--- config.mk ---
export PLATFORM = sky130hd
export DESIGN_NAME = frame_pattern_gen_flat
export DESIGN_NICKNAME = d
export VERILOG_FILES = /design/src/rtl/frame_pattern_gen_if.sv /design/src/rtl/frame_pattern_gen.sv /design/src/flat_wrapper.sv
export SDC_FILE = /design/constraint.sdc
export NUM_CORES = 1
export LEC_CHECK = 0
export BUFFER_PORTS_ARGS = -buffer_cell sky130_fd_sc_hd__buf_2
export CORE_MARGIN = 5
export CORE_UTILIZATION = 58
export CTS_BUF_LIST = sky130_fd_sc_hd__clkbuf_4 sky130_fd_sc_hd__clkbuf_8 sky130_fd_sc_hd__clkbuf_16
export DETAILED_ROUTE_END_ITERATION = 6
export PLACE_DENSITY = 0.88
export SETUP_SLACK_MARGIN = 0.3
export SYNTH_ARGS = -nofsm -noshare
export SYNTH_HDL_FRONTEND = slang
export SYNTH_SLANG_ARGS = --single-unit
--- constraint.sdc ---
create_clock -name clk -period 3.2 [get_ports clk]
set_input_delay 0.64 -clock clk [delete_from_list [all_inputs] [get_ports clk]]
set_output_delay 0.64 -clock clk [all_outputs]
set_load 0.01 [all_outputs]
--- src/rtl/frame_pattern_gen_if.sv ---
// Sample stream from the frame pattern generator toward the I2S sender.
// The generator drives the master side. The sender (or the bench) drives the slave side.
interface frame_pattern_gen_if #(
    parameter int SAMPLE_WIDTH = 24
);
    logic [SAMPLE_WIDTH-1:0] out_data;
    logic                    out_valid;
    logic                    out_ready;
    logic                    out_first;
    logic                    out_last;

    modport master (
        output out_data,
        output out_valid,
        output out_first,
        output out_last,
        input  out_ready
    );

    modport slave (
        input  out_data,
        input  out_valid,
        input  out_first,
        input  out_last,
        output out_ready
    );
endinterface

--- src/rtl/frame_pattern_gen.sv ---
// Test-pattern frame generator for the I2S sender test path.
// A frame has three parts, in this order:
//   - HEADER_COUNT header words;
//   - a payload of ramp, PRBS or constant words, chosen by mode;
//   - one trailer word that carries the count of frames completed so far.
// Each word is sent left-justified in a SAMPLE_WIDTH sample over a valid/ready handshake.
module frame_pattern_gen #(
    parameter int                                  SAMPLE_WIDTH = 24,
    parameter int                                  WORD_WIDTH   = 16,
    parameter int                                  HEADER_COUNT = 5,
    parameter logic [HEADER_COUNT*WORD_WIDTH-1:0]  HEADER_INIT  = {16'h0B77, 16'hA1DD, 16'h4240, 16'h2F84, 16'h2B03},
    parameter int                                  FRAME_WORDS  = 87,
    parameter logic [WORD_WIDTH-1:0]               FILL_WORD    = 16'h5A5A,
    parameter logic [WORD_WIDTH-1:0]               PRBS_SEED    = 16'hACE1,
    parameter logic [WORD_WIDTH-1:0]               PRBS_TAPS    = 16'hB400
) (
    input  logic                clk,
    input  logic                rst,
    input  logic                enable,
    input  logic [1:0]          mode,
    frame_pattern_gen_if.master bus,
    output logic [31:0]         frame_count
);

    localparam int IDX_W = $clog2(FRAME_WORDS);
    localparam logic [IDX_W-1:0] PAY_FIRST = IDX_W'(HEADER_COUNT);
    localparam logic [IDX_W-1:0] PAY_LAST  = IDX_W'(FRAME_WORDS - 2);
    localparam logic [IDX_W-1:0] LAST_IDX  = IDX_W'(FRAME_WORDS - 1);

    typedef enum logic [0:0] {
        ST_IDLE = 1'b0,
        ST_RUN  = 1'b1
    } state_t;

    // One Galois LFSR step.
    function automatic logic [WORD_WIDTH-1:0] prbs_step(input logic [WORD_WIDTH-1:0] r);
        return (r >> 1) ^ (r[0] ? PRBS_TAPS : {WORD_WIDTH{1'b0}});
    endfunction

    // Header word i. Word 0 sits in the MSBs of HEADER_INIT.
    function automatic logic [WORD_WIDTH-1:0] header_word(input logic [IDX_W-1:0] i);
        logic [WORD_WIDTH-1:0] w;
        w = {WORD_WIDTH{1'b0}};
        for (int k = 0; k < HEADER_COUNT; k++) begin
            w = (IDX_W'(k) == i) ? HEADER_INIT[(HEADER_COUNT-1-k)*WORD_WIDTH +: WORD_WIDTH] : w;
        end
        return w;
    endfunction

    // Frame word at index i, given the latched mode, the current PRBS value and the completed-frame count.
    function automatic logic [WORD_WIDTH-1:0] word_at(
        input logic [IDX_W-1:0]      i,
        input logic [1:0]            m,
        input logic [WORD_WIDTH-1:0] prbs,
        input logic [31:0]           fc
    );
        logic [WORD_WIDTH-1:0] w;
        if (i < PAY_FIRST) begin
            w = header_word(i);
        end else if (i == LAST_IDX) begin
            w = WORD_WIDTH'(fc);
        end else begin
            case (m)
                2'd1:    w = prbs;
                2'd2:    w = FILL_WORD;
                default: w = WORD_WIDTH'(i);
            endcase
        end
        return w;
    endfunction

    // Place the word in the sample MSBs and zero-fill the low bits.
    function automatic logic [SAMPLE_WIDTH-1:0] to_sample(input logic [WORD_WIDTH-1:0] w);
        logic [SAMPLE_WIDTH-1:0] s;
        s = {SAMPLE_WIDTH{1'b0}};
        s[SAMPLE_WIDTH-1 -: WORD_WIDTH] = w;
        return s;
    endfunction

    state_t                  state_r, state_s;
    logic [IDX_W-1:0]        idx_r, idx_s;
    logic [WORD_WIDTH-1:0]   prbs_r, prbs_s;
    logic [1:0]              mode_r, mode_s;
    logic [SAMPLE_WIDTH-1:0] data_r, data_s;
    logic                    valid_r, valid_s;
    logic                    first_r, first_s;
    logic                    last_r, last_s;
    logic [31:0]             fc_r, fc_s;
    logic                    accept_s;
    logic                    is_payload_s;

    assign accept_s     = valid_r & bus.out_ready;
    assign is_payload_s = (idx_r >= PAY_FIRST) && (idx_r <= PAY_LAST);

    // Next-state, next-word and frame-sequencing decisions.
    always_comb begin
        state_s = state_r;
        idx_s   = idx_r;
        prbs_s  = prbs_r;
        mode_s  = mode_r;
        data_s  = data_r;
        valid_s = valid_r;
        first_s = first_r;
        last_s  = last_r;
        fc_s    = fc_r;
        case (state_r)
            ST_IDLE: begin
                if (enable) begin
                    state_s = ST_RUN;
                    idx_s   = {IDX_W{1'b0}};
                    mode_s  = mode;
                    prbs_s  = PRBS_SEED;
                    data_s  = to_sample(header_word({IDX_W{1'b0}}));
                    valid_s = 1'b1;
                    first_s = 1'b1;
                    last_s  = 1'b0;
                end else begin
                    valid_s = 1'b0;
                    first_s = 1'b0;
                    last_s  = 1'b0;
                end
            end
            ST_RUN: begin
                if (accept_s) begin
                    if (idx_r == LAST_IDX) begin
                        fc_s = fc_r + 32'd1;
                        if (enable) begin
                            // Back-to-back frame: word 0 loads on the same edge that accepts the trailer.
                            idx_s   = {IDX_W{1'b0}};
                            mode_s  = mode;
                            prbs_s  = PRBS_SEED;
                            data_s  = to_sample(header_word({IDX_W{1'b0}}));
                            valid_s = 1'b1;
                            first_s = 1'b1;
                            last_s  = 1'b0;
                        end else begin
                            state_s = ST_IDLE;
                            valid_s = 1'b0;
                            first_s = 1'b0;
                            last_s  = 1'b0;
                        end
                    end else begin
                        idx_s = idx_r + IDX_W'(1);
                        // The LFSR advances only when a payload word is consumed.
                        if (is_payload_s) begin
                            prbs_s = prbs_step(prbs_r);
                        end else begin
                            prbs_s = prbs_r;
                        end
                        data_s  = to_sample(word_at(idx_s, mode_r, prbs_s, fc_r));
                        first_s = 1'b0;
                        last_s  = (idx_s == LAST_IDX);
                    end
                end else begin
                    // Stalled or nothing offered: hold the presented word unchanged.
                    valid_s = valid_r;
                end
            end
            default: begin
                state_s = ST_IDLE;
                valid_s = 1'b0;
                first_s = 1'b0;
                last_s  = 1'b0;
            end
        endcase
    end

    // State and output registers with synchronous reset.
    always_ff @(posedge clk) begin
        if (rst) begin
            state_r <= ST_IDLE;
            idx_r   <= {IDX_W{1'b0}};
            prbs_r  <= PRBS_SEED;
            mode_r  <= 2'd0;
            data_r  <= {SAMPLE_WIDTH{1'b0}};
            valid_r <= 1'b0;
            first_r <= 1'b0;
            last_r  <= 1'b0;
            fc_r    <= 32'd0;
        end else begin
            state_r <= state_s;
            idx_r   <= idx_s;
            prbs_r  <= prbs_s;
            mode_r  <= mode_s;
            data_r  <= data_s;
            valid_r <= valid_s;
            first_r <= first_s;
            last_r  <= last_s;
            fc_r    <= fc_s;
        end
    end

    assign bus.out_data  = data_r;
    assign bus.out_valid = valid_r;
    assign bus.out_first = first_r;
    assign bus.out_last  = last_r;
    assign frame_count   = fc_r;

endmodule

--- src/flat_wrapper.sv ---
// flat-port wrapper written by rule: the top's interface ports become plain ports
module frame_pattern_gen_flat 
#(
    parameter int                                  SAMPLE_WIDTH = 24,
    parameter int                                  WORD_WIDTH   = 16,
    parameter int                                  HEADER_COUNT = 5,
    parameter logic [HEADER_COUNT*WORD_WIDTH-1:0]  HEADER_INIT  = {16'h0B77, 16'hA1DD, 16'h4240, 16'h2F84, 16'h2B03},
    parameter int                                  FRAME_WORDS  = 87,
    parameter logic [WORD_WIDTH-1:0]               FILL_WORD    = 16'h5A5A,
    parameter logic [WORD_WIDTH-1:0]               PRBS_SEED    = 16'hACE1,
    parameter logic [WORD_WIDTH-1:0]               PRBS_TAPS    = 16'hB400
)
  (clk, rst, enable, mode, frame_count, bus_out_data, bus_out_valid, bus_out_first, bus_out_last, bus_out_ready);
  frame_pattern_gen_if #(.SAMPLE_WIDTH(SAMPLE_WIDTH)) bus_i ();
  input  logic clk;
  input  logic rst;
  input  logic enable;
  input  logic [1:0] mode;
  output logic [31:0] frame_count;
  output wire logic [$bits(bus_i.out_data)-1:0] bus_out_data;
  output wire logic [$bits(bus_i.out_valid)-1:0] bus_out_valid;
  output wire logic [$bits(bus_i.out_first)-1:0] bus_out_first;
  output wire logic [$bits(bus_i.out_last)-1:0] bus_out_last;
  input wire logic [$bits(bus_i.out_ready)-1:0] bus_out_ready;
  assign bus_out_data = bus_i.out_data;
  assign bus_out_valid = bus_i.out_valid;
  assign bus_out_first = bus_i.out_first;
  assign bus_out_last = bus_i.out_last;
  assign bus_i.out_ready = bus_out_ready;
  frame_pattern_gen #(.SAMPLE_WIDTH(SAMPLE_WIDTH), .WORD_WIDTH(WORD_WIDTH), .HEADER_COUNT(HEADER_COUNT), .HEADER_INIT(HEADER_INIT), .FRAME_WORDS(FRAME_WORDS), .FILL_WORD(FILL_WORD), .PRBS_SEED(PRBS_SEED), .PRBS_TAPS(PRBS_TAPS)) u_core (.clk(clk), .rst(rst), .enable(enable), .mode(mode), .bus(bus_i), .frame_count(frame_count));
endmodule
## After elaboration in Yosys (flattened, before gate mapping)

Cells that the tools add are included.
Widths: inputs -> output; s select.

- Register bits after elaboration: 85
- Bits of input ports: 6
- Logic and storage cells: 70

- Magnitude comparators: 3
- Eq/ne operators: 10
- Multiplexer cells: 39
- Bitwise logic cells: 3
- Add/sub/neg operators: 2
- Reduce and logical (&&, ||, !) cells: 4

Operator list:

| cell | count |
|---|---|
| $mux 16 | 11 |
| $mux 24 | 3 |
| $pmux 16 s2 | 2 |
| $pmux 24 s2 | 1 |
| $add 32x1->32 const B | 1 |
| $mux 7 | 3 |
| $xor 15x16->16 | 1 |
| $eq 2x7->1 const A | 2 |
| $eq 7x7->1 const B | 2 |
| $pmux 7 s2 | 1 |
| $mux 12 | 1 |
| $mux 1 | 9 |
| $pmux 1 s2 | 4 |
| $add 7x1->7 const B | 1 |
| $eq 1x7->1 const A | 1 |
| $eq 3x7->1 const A | 1 |
| $ge 7x3->1 const B | 1 |
| $le 7x7->1 const B | 1 |
| $logic_not 7->1 | 1 |
| $lt 7x3->1 const B | 1 |
| $mux 2 | 3 |
| $ne 2x2->1 const B | 2 |
| $pmux 2 s2 | 1 |
| $reduce_and 3->1 | 1 |
| other kinds (6) | 6 |

## Longest topological paths before layout

- Depth in word-level cells: 11
- Mapped depth: 10
- Depth with buffers taken out: 8

## Worst setup path after synthesis

Ideal clock, no wire load.

- Path kind: reg-to-reg
- Start: register u_core.idx_r[0]
- End: register u_core.data_r[12] (netlist: u_core.bus.out_data[12])
- Period minus slack after synthesis: 2,373 ps
- Stages on the path, launching flop included: 10
- Arrival time: 2,294 ps
- Setup time: 79 ps
- Setup slack: 827 ps
- Cells stage by stage: dfxtp_1 > ha_1 > buf_2 > nand4_1 > or2_2 > a211o_1 > clkbuf_8 > and2_2 > a311o_1 > a211oi_2

- Cells in the longest elaborated chain, start to end: 11

Ends and longest elaborated chain:

| item | line | RTL |
|---|---|---|
| from (decl) | frame_pattern_gen.sv:81 | `logic [IDX_W-1:0] idx_r, idx_s;` |
| from (signal assigned) | frame_pattern_gen.sv:172 | `idx_r <= {IDX_W{1'b0}};` |
| from (signal assigned) | frame_pattern_gen.sv:182 | `idx_r <= idx_s;` |
| $add 7x1->7 | frame_pattern_gen.sv:143 | `idx_s = idx_r + IDX_W'(1);` |
| $logic_not 7->1 | frame_pattern_gen.sv:45 | `w = (IDX_W'(k) == i) ? HEADER_INIT[(HEADER_COUNT-1-k)*WORD_WIDTH +: WORD_WIDTH] : w;` |
| $mux 12 | frame_pattern_gen.sv:45 |  |
| $mux 16 (4 in a row) | frame_pattern_gen.sv:45 |  |
| $mux 16 | frame_pattern_gen.sv:58 | `if (i < PAY_FIRST) begin` |
| $mux 24 * | frame_pattern_gen.sv:125 | `if (idx_r == LAST_IDX) begin` |
| $mux 24 * | frame_pattern_gen.sv:124 | `if (accept_s) begin` |
| $pmux 24 s2 * | frame_pattern_gen.sv:106 | `case (state_r)` |
| to (signal assigned) | frame_pattern_gen.sv:175 | `data_r <= {SAMPLE_WIDTH{1'b0}};` |
| to (signal assigned) | frame_pattern_gen.sv:185 | `data_r <= data_s;` |
| to (decl) | frame_pattern_gen.sv:84 | `logic [SAMPLE_WIDTH-1:0] data_r, data_s;` |

Every way passes the cells marked *; elsewhere a longest branch is shown, timed or not. The select of a mux whose other input is x is not followed.
A chain may end at the register's enable or synchronous reset.

## Worst setup path after layout

- Start: register u_core.idx_r[0]
- End: register u_core.data_r[11] (netlist: u_core.bus.out_data[11])

- Cells in the longest elaborated chain, start to end: 10

Ends and longest elaborated chain:

| item | line |
|---|---|
| $add 7x1->7 | frame_pattern_gen.sv:143 |
| $eq 1x7->1 | frame_pattern_gen.sv:45 |
| $mux 16 (4 in a row) | frame_pattern_gen.sv:45 |
| $mux 16 | frame_pattern_gen.sv:58 |
| $mux 24 * | frame_pattern_gen.sv:125 |
| $mux 24 * | frame_pattern_gen.sv:124 |
| $pmux 24 s2 * | frame_pattern_gen.sv:106 |

Marks and branches as above.

==> flow_metrics.tcl <==
set metrics [dict create \
    grt_pass1_vias 4311 \
    slew_violations 0 \
    status "completed" \
    ir_drop_mv 0.302 \
    hold_end "u_core.bus.out_data[2]" \
    cts.path.max_buffers 2 \
    post_cts_buffers 0 \
    endpoint_kind "flop" \
    cts_made_buffers 9 \
    nNetsFinal 633 \
    ys.flop_type "dfxtp_1" \
    setup_tns_ps 0 \
    grt_pass1_wl_um 21600 \
    grt_overflow_total 0 \
    synthCells 555 \
    coreArea_um2 7810 \
    core.rowCount 32 \
    synth_edf_count 0 \
    slew_headroom 0.383 \
    r2r_cells 7 \
    ff2ff_setup_slack_ps 510 \
    drc 0 \
    gp_congestion 1.05 \
    cts_sinks 85 \
    max_freq_mhz 371 \
    drive_gt1_frac 0.195 \
    cp-start-kind "flop" \
    tightest_slew_ps 925 \
    wirelength_um 13500 \
    async_reset_ff_frac 0 \
    wl_per_cell_um 18.7 \
    timing.final.crit_share 0.842 \
    die_x_um 99.8 \
    syn-cell-area_um2 4680 \
    cp.buffers_inverters 0 \
    clk_pin_slew_ps 80 \
    cp.required_ps 3480 \
    drt_iter0_markers 380 \
    p_leak_nw 2.08 \
    dp_hpwl_um 10000 \
    min_path_type "reg2reg" \
    setup_viol 0 \
    cp_top_family "simple AND/OR/NAND/NOR gates" \
    vias 4536 \
    critical_path_class "reg2reg" \
    p_per_area_nw_per_um2 383 \
    min_path_cells 1 \
    crit_start "u_core.idx_r[0]" \
    initial_core_util 0.600 \
    critPathMaxFanout 14 \
    avgSynthCellArea_um2 8.44 \
    htree_num_levels 3 \
    synthDistinctLibCells 73 \
    io_pins 65 \
    track_usage 0.271 \
    crit_path_top_delay_cell "or4_1" \
    post-place-cells 709 \
    place.port_buffers 64 \
    skew_ps 6.86 \
    arrival_ps 2970 \
    antenna_found_initial 0 \
    slowest_delay_ps 680 \
    layout.cells.non_filler 722 \
    crit-reg2reg-capture "u_core.bus.out_data[11]" \
    min_from "u_core.bus.out_data[2]" \
    firstDrtPassIters 5 \
    grt_max_degree 50 \
    ys_seq_elements 85 \
    viasPerCell 6.28 \
    area_growth_pct 11.5 \
    diodes 0 \
    die_area_um2 9970 \
    syn_nets 570 \
    clkLatencyLatePin_ps 360 \
    antenna_left 0 \
    crit_chain "ha_1 -> and3_1 -> a31oi_1 -> or4_1 -> nor4b_1 -> a22oi_1 -> a211oi_2" \
    tritoncts "built" \
    rsz0062_at_grt "false" \
    cts-root-buf "clkbuf_8" \
    fin_crit_ps 2690 \
    yosysWarnings 0 \
    hold_viol_final 0 \
    r2r_start "u_core.idx_r[0]" \
    synth-seq-area-share 0.363 \
    maxCapViolCount 0 \
    nFillCells 656 \
    fp.dieH_um 99.8 \
]
## layer usage
metal	up-vias	global-route usage	wire, um
li1	2113	-	-
met1	2097	0.346	5360
met2	284	0.447	6380
met3	42	0.0618	1390
met4	0	0.103	380
met5	-	0	0
## metrics by stage
step / util / area [um2] / hold slack, ps / setup slack [ps] / total power (W)
after floorplan: - / 4680 / 470 / 827 / 0.00124
after global placement: 0.645 / 5030 / 437 / 539 / 0.00129
after detailed placement: 0.645 / 5030 / 444 / 385 / 0.00129
after CTS: 0.667 / 5210 / 464 / 349 / 0.00201
after global routing: 0.669 / 5220 / 488 / 345 / 0.00207
final: 0.669 / 5220 / 461 / 506 / 0.00200
## worst max-delay path by stage
stage | to | slack, ps | cells past startpoint
2_1_floorplan | u_core.bus.out_data[12] | 830 | 9
4_1_cts | u_core.frame_count[30] | 350 | 8
3_5_place_dp | u_core.frame_count[30] | 380 | 8
3_3_place_gp | u_core.bus.out_data[12] | 540 | 8
6_report | u_core.bus.out_data[11] | 510 | 7
5_1_grt | u_core.bus.out_data[11] | 340 | 7
## timing repair
action / CTS / global route
endpoints found under the setup margin: 0 / 15
hold buffers: 0 / 0
resized for setup: 0 / 5
## power by group
group | internal (W) | switching (W)
clock network | 0.000349 | 0.000378
registers | 0.00108 | 0.0000185
logic | 0.0000635 | 0.000115
total | 0.00149 | 0.000511
## sequential cells by signal (all words and copies together), names as in the netlist
register              flops
u_core.prbs_r            16
u_core.bus.out_first      1
u_core.mode_r             2
u_core.frame_count       32
u_core.bus.out_data      24
u_core.idx_r              7
u_core.bus.out_valid      1
u_core.state_r            1
u_core.bus.out_last       1
## cell type report
type                    instances  area, um2  area share
flip-flops and latches         85       1710       0.327
repair buffers                 84        470      0.0901
clock inverters                 4       51.3     0.00983
inverters                      16       60.1      0.0115
multi-input cells             422       2680       0.514
well taps                     102        128      0.0244
clock buffers                   9        124      0.0237
## synth_stat cells (all sizes together), types with 3 or more instances
master | instances | share of area
and4 | 7 | 0.013
o21a | 3 | 0.0048
o22ai | 15 | 0.020
a21boi | 3 | 0.0048
a211o | 3 | 0.0059
nor4 | 5 | 0.0080
or3 | 7 | 0.0094
mux2i | 5 | 0.011
a211oi | 6 | 0.013
xnor2 | 13 | 0.024
nand2b | 11 | 0.015
or2 | 3 | 0.0040
a21oi | 32 | 0.034
nand4 | 14 | 0.019
and3 | 10 | 0.013
a32oi | 3 | 0.0056
nand2 | 40 | 0.033
a22oi | 16 | 0.026
and2 | 11 | 0.015
clkbuf | 21 | 0.034
xor2 | 25 | 0.047
nand3 | 14 | 0.015
a311o | 3 | 0.0064
o31ai | 4 | 0.0064
dfxtp | 85 | 0.36
mux2 | 8 | 0.020
o21bai | 5 | 0.0080
ha | 9 | 0.024
a31oi | 5 | 0.0067
buf | 11 | 0.019
o21ai | 20 | 0.025
nor2 | 83 | 0.067
inv | 16 | 0.013
nor3 | 11 | 0.012
## cell usage in the layout, fill, tap and decap left out, types with 3 or more instances in the layout
| master | n |
|---|---|
| a211oi_2 | 3 |
| nand2b_1 | 11 |
| nand4_1 | 14 |
| a211oi_1 | 3 |
| and4_1 | 6 |
| nand2_1 | 39 |
| nand3_1 | 14 |
| or3_1 | 7 |
| nor4_1 | 4 |
| o22ai_1 | 15 |
| mux2i_1 | 5 |
| a311o_1 | 3 |
| a31oi_1 | 5 |
| xnor2_1 | 13 |
| o31ai_1 | 4 |
| ha_1 | 9 |
| nor2_1 | 82 |
| buf_2 | 64 |
| a32oi_1 | 3 |
| a21oi_1 | 32 |
| o21bai_1 | 5 |
| o21a_1 | 3 |
| a22oi_1 | 16 |
| buf_4 | 20 |
| dfxtp_2 | 3 |
| and2_1 | 10 |
| inv_1 | 16 |
| o21ai_0 | 18 |
| clkbuf_8 | 9 |
| and3_1 | 10 |
| mux2_1 | 6 |
| dfxtp_1 | 82 |
| nor3_1 | 11 |
| xor2_1 | 25 |
## cells by family after synthesis
kind of cell / count (synthesis) / synth area share
muxes: 13 / 0.0307
and+or+nand+nor: 224 / 0.237
AOI/OAI and AO/OA: 138 / 0.208
xor gates and xnor gates: 38 / 0.0711
buffers and inverters: 48 / 0.0657
adders and majority gates: 9 / 0.0241
DFF: 85 / 0.363
Power figures use the tool's default switching activity.
